### config.mk
export PLATFORM = sky130hd
export DESIGN_NAME = ddr4_cmd_scheduler
export DESIGN_NICKNAME = d
export VERILOG_FILES = /design/src/rtl/ddr4_cmd_scheduler.sv
export SDC_FILE = /design/constraint.sdc
export NUM_CORES = 1
export LEC_CHECK = 0
export ABC_CLOCK_PERIOD_IN_PS = 5000
export CORE_MARGIN = 3
export CORE_UTILIZATION = 50
export CTS_CLUSTER_SIZE = 24
export DETAILED_ROUTE_END_ITERATION = 16
export GPL_ROUTABILITY_DRIVEN = 0
export PLACE_DENSITY = 0.69
export SLEW_MARGIN = 30
export SYNTH_ARGS = -nofsm -noshare
export SYNTH_HDL_FRONTEND = slang
export SYNTH_SLANG_ARGS = --single-unit
### constraint.sdc
create_clock -name clock -period 5 [get_ports clock]
set_input_delay 1.25 -clock clock [delete_from_list [all_inputs] [get_ports clock]]
set_output_delay 1.25 -clock clock [all_outputs]
set_load 0.05 [all_outputs]
### src/rtl/ddr4_cmd_scheduler.sv
// rtl/ddr4_cmd_scheduler.sv - single-rank DDR4 command sequencer with per-bank row tracking and periodic refresh
// Optional feature macro: CLOSED_PAGE_EN (auto-precharge on every access, rows never left open)
module ddr4_cmd_scheduler #(
  parameter int BG_BITS  = 2,
  parameter int B_BITS   = 2,
  parameter int ROW_BITS = 15,
  parameter int COL_BITS = 10,
  parameter int TRCD     = 4,
  parameter int TRP      = 4,
  parameter int TCL      = 5,
  parameter int TRFC     = 8,
  parameter int TREFI    = 64
) (
  input  logic                clock,
  input  logic                reset,
  input  logic                req_valid,
  output logic                req_ready,
  input  logic                req_write,
  input  logic [ROW_BITS-1:0] req_row,
  input  logic [COL_BITS-1:0] req_col,
  input  logic [BG_BITS-1:0]  req_bg,
  input  logic [B_BITS-1:0]   req_b,
  output logic                cmd_valid,
  output logic [3:0]          cmd_code,
  output logic [ROW_BITS-1:0] cmd_row,
  output logic [COL_BITS-1:0] cmd_col,
  output logic [BG_BITS-1:0]  cmd_bg,
  output logic [B_BITS-1:0]   cmd_b,
  output logic                done,
  output logic                busy
);

  localparam int BANK_BITS = BG_BITS + B_BITS;
  localparam int NUM_BANKS = 1 << BANK_BITS;
  localparam int T_A   = (TRCD > TRP) ? TRCD : TRP;
  localparam int T_B   = (T_A > TCL) ? T_A : TCL;
  localparam int T_C   = (T_B > TRFC) ? T_B : TRFC;
  localparam int T_MAX = (T_C > TREFI) ? T_C : TREFI;
  localparam int CW    = $clog2(T_MAX + 1);

  // Wait states hold T-2 so the following issue state lands exactly T cycles after the first command
  localparam logic [CW-1:0] RCD_LOAD  = CW'((TRCD > 1) ? TRCD - 2 : 0);
  localparam logic [CW-1:0] RP_LOAD   = CW'((TRP > 1) ? TRP - 2 : 0);
  localparam logic [CW-1:0] CL_LOAD   = CW'(TCL - 1);
  localparam logic [CW-1:0] RFC_LOAD  = CW'(TRFC - 1);
  localparam logic [CW-1:0] REFI_LAST = CW'(TREFI - 1);

  localparam logic [3:0] CMD_DES  = 4'd0;
  localparam logic [3:0] CMD_ACT  = 4'd1;
  localparam logic [3:0] CMD_PRE  = 4'd2;
  localparam logic [3:0] CMD_REF  = 4'd7;
  localparam logic [3:0] CMD_PREA = 4'd8;
`ifdef CLOSED_PAGE_EN
  localparam logic [3:0] CMD_READ  = 4'd5;
  localparam logic [3:0] CMD_WRITE = 4'd6;
  localparam logic       OPEN_PAGE = 1'b0;
`else
  localparam logic [3:0] CMD_READ  = 4'd3;
  localparam logic [3:0] CMD_WRITE = 4'd4;
  localparam logic       OPEN_PAGE = 1'b1;
`endif

  typedef enum logic [3:0] {
    S_IDLE, S_PRE, S_WAIT_RP, S_ACT, S_WAIT_RCD, S_RW, S_WAIT_CL, S_PREA, S_REF, S_WAIT_RFC
  } state_t;

  state_t                state, state_n;
  logic [CW-1:0]         tmr, tmr_n, ref_cnt;
  logic                  ref_pending, rp_to_ref, rp_to_ref_n;
  logic                  cap_write;
  logic [ROW_BITS-1:0]   cap_row;
  logic [COL_BITS-1:0]   cap_col;
  logic [BG_BITS-1:0]    cap_bg;
  logic [B_BITS-1:0]     cap_b;
  logic [NUM_BANKS-1:0]  bank_open;
  logic [ROW_BITS-1:0]   bank_row [NUM_BANKS];
  logic [BANK_BITS-1:0]  req_idx, cap_idx;
  logic                  capture, bank_set, bank_clr, bank_clr_all, ref_issue, rp_clear;
  logic                  cmd_valid_n, done_n;
  logic [3:0]            cmd_code_n;
  logic [ROW_BITS-1:0]   cmd_row_n;
  logic [COL_BITS-1:0]   cmd_col_n;
  logic [BG_BITS-1:0]    cmd_bg_n;
  logic [B_BITS-1:0]     cmd_b_n;

  assign req_idx   = {req_bg, req_b};
  assign cap_idx   = {cap_bg, cap_b};
  assign req_ready = (state == S_IDLE) && !ref_pending;
  assign busy      = (state != S_IDLE);

`ifdef CLOSED_PAGE_EN
  // Auto-precharge starts at the access; hold off ACT/REF until TRP after done
  logic [CW-1:0] rp_guard;
  always_ff @(posedge clock) begin
    if (reset)              rp_guard <= '0;
    else if (done_n)        rp_guard <= CW'(TRP - 1);
    else if (rp_guard != 0) rp_guard <= rp_guard - 1'b1;
  end
  assign rp_clear = (rp_guard == '0);
`else
  assign rp_clear = 1'b1;
`endif

  always_comb begin
    state_n      = state;
    tmr_n        = tmr;
    rp_to_ref_n  = rp_to_ref;
    cmd_valid_n  = 1'b0;
    cmd_code_n   = CMD_DES;
    cmd_row_n    = '0;
    cmd_col_n    = '0;
    cmd_bg_n     = '0;
    cmd_b_n      = '0;
    done_n       = 1'b0;
    capture      = 1'b0;
    bank_set     = 1'b0;
    bank_clr     = 1'b0;
    bank_clr_all = 1'b0;
    ref_issue    = 1'b0;
    case (state)
      S_IDLE: begin
        if (ref_pending) begin
          state_n = (|bank_open) ? S_PREA : S_REF;
        end else if (req_valid) begin
          capture = 1'b1;
          if (!bank_open[req_idx])               state_n = S_ACT;
          else if (bank_row[req_idx] == req_row) state_n = S_RW;
          else                                   state_n = S_PRE;
        end
      end
      S_PRE: begin
        cmd_valid_n = 1'b1;
        cmd_code_n  = CMD_PRE;
        cmd_bg_n    = cap_bg;
        cmd_b_n     = cap_b;
        bank_clr    = 1'b1;
        rp_to_ref_n = 1'b0;
        tmr_n       = RP_LOAD;
        state_n     = (TRP > 1) ? S_WAIT_RP : S_ACT;
      end
      S_PREA: begin
        cmd_valid_n  = 1'b1;
        cmd_code_n   = CMD_PREA;
        bank_clr_all = 1'b1;
        rp_to_ref_n  = 1'b1;
        tmr_n        = RP_LOAD;
        state_n      = (TRP > 1) ? S_WAIT_RP : S_REF;
      end
      S_WAIT_RP: begin
        if (tmr == '0) state_n = rp_to_ref ? S_REF : S_ACT;
        else           tmr_n   = tmr - 1'b1;
      end
      S_ACT: begin
        if (rp_clear) begin
          cmd_valid_n = 1'b1;
          cmd_code_n  = CMD_ACT;
          cmd_row_n   = cap_row;
          cmd_bg_n    = cap_bg;
          cmd_b_n     = cap_b;
          bank_set    = OPEN_PAGE;
          tmr_n       = RCD_LOAD;
          state_n     = (TRCD > 1) ? S_WAIT_RCD : S_RW;
        end
      end
      S_WAIT_RCD: begin
        if (tmr == '0) state_n = S_RW;
        else           tmr_n   = tmr - 1'b1;
      end
      S_RW: begin
        cmd_valid_n = 1'b1;
        cmd_code_n  = cap_write ? CMD_WRITE : CMD_READ;
        cmd_col_n   = cap_col;
        cmd_bg_n    = cap_bg;
        cmd_b_n     = cap_b;
        tmr_n       = CL_LOAD;
        state_n     = S_WAIT_CL;
      end
      S_WAIT_CL: begin
        if (tmr == '0) begin
          done_n  = 1'b1;
          state_n = S_IDLE;
        end else begin
          tmr_n = tmr - 1'b1;
        end
      end
      S_REF: begin
        if (rp_clear) begin
          cmd_valid_n  = 1'b1;
          cmd_code_n   = CMD_REF;
          bank_clr_all = 1'b1;
          ref_issue    = 1'b1;
          tmr_n        = RFC_LOAD;
          state_n      = S_WAIT_RFC;
        end
      end
      S_WAIT_RFC: begin
        if (tmr == '0) state_n = S_IDLE;
        else           tmr_n   = tmr - 1'b1;
      end
      default: state_n = S_IDLE;
    endcase
  end

  always_ff @(posedge clock) begin
    if (reset) begin
      state       <= S_IDLE;
      tmr         <= '0;
      rp_to_ref   <= 1'b0;
      ref_cnt     <= '0;
      ref_pending <= 1'b0;
      cap_write   <= 1'b0;
      cap_row     <= '0;
      cap_col     <= '0;
      cap_bg      <= '0;
      cap_b       <= '0;
      bank_open   <= '0;
      cmd_valid   <= 1'b0;
      cmd_code    <= CMD_DES;
      cmd_row     <= '0;
      cmd_col     <= '0;
      cmd_bg      <= '0;
      cmd_b       <= '0;
      done        <= 1'b0;
    end else begin
      state     <= state_n;
      tmr       <= tmr_n;
      rp_to_ref <= rp_to_ref_n;
      cmd_valid <= cmd_valid_n;
      cmd_code  <= cmd_code_n;
      cmd_row   <= cmd_row_n;
      cmd_col   <= cmd_col_n;
      cmd_bg    <= cmd_bg_n;
      cmd_b     <= cmd_b_n;
      done      <= done_n;
      if (capture) begin
        cap_write <= req_write;
        cap_row   <= req_row;
        cap_col   <= req_col;
        cap_bg    <= req_bg;
        cap_b     <= req_b;
      end
      if (bank_clr_all)  bank_open          <= '0;
      else if (bank_clr) bank_open[cap_idx] <= 1'b0;
      else if (bank_set) bank_open[cap_idx] <= 1'b1;
      // A wrap during a pending refresh simply keeps it pending; a new wrap outranks a same-cycle REF
      ref_cnt <= (ref_cnt == REFI_LAST) ? '0 : ref_cnt + 1'b1;
      if (ref_cnt == REFI_LAST) ref_pending <= 1'b1;
      else if (ref_issue)       ref_pending <= 1'b0;
    end
  end

  always_ff @(posedge clock) begin
    if (bank_set) bank_row[cap_idx] <= cap_row;
  end

endmodule
==> impl_metrics.env <==
export IMPL_synth_largest_area_cell="sky130_fd_sc_hd__edfxtp_1"
export IMPL_clock_sinks=341
export IMPL_tightest_slew_ns=0.792
export IMPL_rows=59
export IMPL_clockBufferDepth=3
export IMPL_drive_above_1_share_pct=17.1
export IMPL_synth_top_flop_cell="sky130_fd_sc_hd__edfxtp_1"
export IMPL_wire_per_inst_um=23.3
export IMPL_cp_max_fo=20
export IMPL_power_density_nw_per_um2=431
export IMPL_number_of_global_route_vias_before_repair=7954
export IMPL_finalMaxSlewViolations=0
export IMPL_finalCriticalPeriod_ns=3.97
export IMPL_utilization_pct=60.1
export IMPL_grt_overflow=0
export IMPL_outcome="finished clean"
export IMPL_multi_input_comb_area_um2=4130
export IMPL_synth_enable_flop_cells=240
export IMPL_hold_path_cell_count=1
export IMPL_cts_inserted_buffers=36
export IMPL_clock_skew_ns=0.0137
export IMPL_rr_startpoint="state[0]"
export IMPL_design_final_nets=1015
export IMPL_hold_path_startpoint="ref_cnt[0]"
export IMPL_tritoncts="built"
export IMPL_h_tree_depth=2
export IMPL_detail_route_antenna_nets=0
export IMPL_final_cell_count_no_fill=1341
export IMPL_syn_num_nets=925
export IMPL_path_class="reg2out"
export IMPL_fp_coreArea_um2=26400
export IMPL_report_final_setup_viol=0
export IMPL_post_drt_via_cell_ratio=5.94
export IMPL_grt_antenna_before_repair=0
export IMPL_first_iter_violations=776
export IMPL_setup_tns_final_ns=0
export IMPL_synth_seq_area_share_pct=67.6
export IMPL_ys_async_sr_fraction_pct=0
export IMPL_final_fill_count=2016
export IMPL_dieArea_um2=29300
export IMPL_critical_path_slowest_cell="sky130_fd_sc_hd__clkdlybuf4s50_1"
export IMPL_post_synth_main_area_contributors="sky130_fd_sc_hd__edfxtp_1, sky130_fd_sc_hd__dfxtp_1, sky130_fd_sc_hd__mux4_2"
export IMPL_ff_latch_area_um2=9230
export IMPL_die_x_um=171
export IMPL_clock_transition_at_the_register_clock_pins_on_the_worst_setup_and_hold_paths_after_cts_ns=0.06
export IMPL_synth_ff_latch_count=341
export IMPL_starting_density_pct=51.6
export IMPL_clk_latency_ns=0.52
export IMPL_fmax_ghz=0.252
export IMPL_synth_top_area_share_pct=52.8
export IMPL_postCtsSetupBuffers=0
export IMPL_hold_violations=0
export IMPL_slew_headroom_pct=46.8
export IMPL_layout_worst_path_cycle_share_pct=79.4
export IMPL_max_stage_delay_ns=0.83
export IMPL_vdd_drop_max_mv=0.259
export IMPL_synth_cells_most_frequent="sky130_fd_sc_hd__edfxtp_1, sky130_fd_sc_hd__dfxtp_1, sky130_fd_sc_hd__nand2_1, sky130_fd_sc_hd__nor2_1, sky130_fd_sc_hd__mux4_2"
export IMPL_rsz0062_at_grt="false"
export IMPL_area_growth_from_synthesis_to_final_layout_pct=16.3
export IMPL_r2r_cells=5
export IMPL_worst_hold_path_endpoint="ref_cnt[0]"
export IMPL_hp_class="reg2reg"
export IMPL_post_cts_resize_count=0
export IMPL_worstPathCellList="or4_1, nor2_1, clkdlybuf4s50_1"
export IMPL_grt_pass1_wl_um=48000
export IMPL_die_height_um=171
export IMPL_synthesis_area_um2=13600
export IMPL_wl_um=31200
export IMPL_rr_endpoint="bank_row[6][2]"
export IMPL_endpoint_kind="output pin"
export IMPL_leakage_nw=5.47
export IMPL_groute_usage_overall_pct=21.9
export IMPL_placed_cells=1276
export IMPL_number_of_buffers_inserted_for_hold_repair_after_clock_tree_synthesis=0
export IMPL_grt_max_degree=52
export IMPL_worstPathRequired_ns=3.75
export IMPL_ys_warnings_count=0
export IMPL_dpl_hpwl_um=19500
export IMPL_vias=7959
export IMPL_syn_mean_instance_area_um2=15.3
export IMPL_setup_worst_path_start_class="register"
export IMPL_count_of_mapped_cells_out_of_synthesis=889
export IMPL_num_io_pins=70
export IMPL_port_buffers=69
export IMPL_finalPower_mw=6.83
export IMPL_clock_root_buffer="sky130_fd_sc_hd__clkbuf_16"
export IMPL_insertedDiodeCount=0
export IMPL_detailedRoute_firstPassIterationCount=7
export IMPL_number_of_distinct_library_cells_after_synthesis=58
export IMPL_drc_errors=0
export IMPL_data_arrival_time_of_the_worst_path_ns=2.72
export IMPL_timing_reg2reg_setup_slack_ns=2.15
export IMPL_yosysMostFrequentCell="sky130_fd_sc_hd__edfxtp_1"
export IMPL_drv_max_cap_violation_count=0
[area by class of cell]
| cell class | count | area share [%] |
|---|---|---|
| Clock buffer | 54 | 6.64 |
| Clock inverter | 11 | 0.481 |
| Inverter | 12 | 0.284 |
| Multi-Input combinational cell | 489 | 26.0 |
| Sequential cell | 341 | 58.1 |
| Tap cell | 335 | 2.64 |
| Timing Repair Buffer | 99 | 5.83 |
[stage by stage]
| stage | setup WS (ns) | cell area [um^2] | hold WS, ns |
|---|---|---|---|
| final | 1.03 | 15900 | 0.436 |
| after global routing | 0.891 | 15900 | 0.449 |
| after CTS | 1.01 | 15900 | 0.437 |
| after detailed placement | 0.955 | 14700 | 0.429 |
| after global placement | 1.02 | 14700 | 0.423 |
| after floorplan | 1.65 | 13600 | 0.412 |
[power breakdown]
part | total [mW] | switching (mW) | internal, mW
clock network | 2.52 | 1.06 | 1.47
logic | 0.896 | 0.544 | 0.352
registers | 3.42 | 0.197 | 3.22
[critical path, delay by kind of cell (launching register included)]
family | cells | cell delay, ns
buffers and inverters | 1 | 0.83
AND/OR/NAND/NOR | 2 | 0.83
flip-flops | 1 | 0.53
[cells in the final DEF (no fill, tap or decap), types with 5 or more instances in the layout]
cell / synthesis / final
sky130_fd_sc_hd__inv_1: 12 / 12
sky130_fd_sc_hd__nor2_1: 48 / 48
sky130_fd_sc_hd__clkbuf_16: 0 / 37
sky130_fd_sc_hd__a211oi_1: 6 / 6
sky130_fd_sc_hd__mux4_2: 47 / 47
sky130_fd_sc_hd__o221a_2: 16 / 16
sky130_fd_sc_hd__nand2b_1: 13 / 13
sky130_fd_sc_hd__mux2_2: 7 / 7
sky130_fd_sc_hd__edfxtp_1: 240 / 240
sky130_fd_sc_hd__xnor2_1: 14 / 14
sky130_fd_sc_hd__nand2_1: 91 / 91
sky130_fd_sc_hd__nor2b_1: 7 / 7
sky130_fd_sc_hd__clkbuf_1: 20 / 10
sky130_fd_sc_hd__dfxtp_1: 101 / 101
sky130_fd_sc_hd__mux2i_1: 29 / 29
sky130_fd_sc_hd__mux4_1: 15 / 15
sky130_fd_sc_hd__a221oi_1: 5 / 5
sky130_fd_sc_hd__nor3_1: 12 / 11
sky130_fd_sc_hd__buf_4: 5 / 30
sky130_fd_sc_hd__nand4_1: 6 / 6
sky130_fd_sc_hd__a21oi_1: 44 / 44
sky130_fd_sc_hd__clkdlybuf4s50_1: 0 / 65
sky130_fd_sc_hd__clkbuf_8: 0 / 6
sky130_fd_sc_hd__and2_1: 32 / 32
sky130_fd_sc_hd__nand3_1: 7 / 7
sky130_fd_sc_hd__or2_2: 6 / 6
sky130_fd_sc_hd__o21ai_0: 9 / 9
sky130_fd_sc_hd__o22ai_1: 7 / 7
sky130_fd_sc_hd__nor4_1: 6 / 5
sky130_fd_sc_hd__clkinv_2: 0 / 7
sky130_fd_sc_hd__xor2_1: 11 / 11
[metal layers]
metal	vias to the layer above	share of wire, %	GRT usage (%)
met5	-	0	0
met4	0	2.4	6.61
met3	61	7.8	4.44
met2	323	47	33.9
met1	3985	43	31.8
li1	3590	-	-
[kinds of logic (layout without fill, tap and decap cells)]
| family | after synthesis | count (layout) | synth area share, % |
|---|---|---|---|
| AO/OA/AOI/OAI | 118 | 118 | 6.24 |
| XOR/XNOR | 25 | 25 | 1.60 |
| adder cells (fa/ha/maj) | 3 | 3 | 0.275 |
| buffers and inverters | 59 | 176 | 2.22 |
| flip-flops | 341 | 341 | 67.6 |
| multiplexers | 99 | 99 | 13.4 |
| AND/OR/NAND/NOR | 244 | 244 | 8.60 |
[state kept, by name, indices dropped and copies added (netlist names), 2 cells and up, named ones only]
register	flops
bank_row	240
cap_b	2
cap_bg	2
cap_col	10
cap_row	15
cmd_b	2
cmd_bg	2
cmd_code	4
cmd_col	10
cmd_row	15
ref_cnt	7
state	4
tmr	7
[how the worst max path moves through the flow]
stage | slack [ns] | endpoint | cells after the start | from
4_1_cts | 1.01 | req_ready | 3 | state[0]
6_report | 1.03 | req_ready | 3 | state[2]
2_1_floorplan | 1.65 | req_ready | 3 | state[0]
3_5_place_dp | 0.96 | state[2] | 9 | req_b[0]
5_1_grt | 0.89 | req_ready | 3 | state[2]
3_3_place_gp | 1.02 | state[2] | 9 | req_b[0]
No activity file was read; power rests on OpenSTA's default activity.
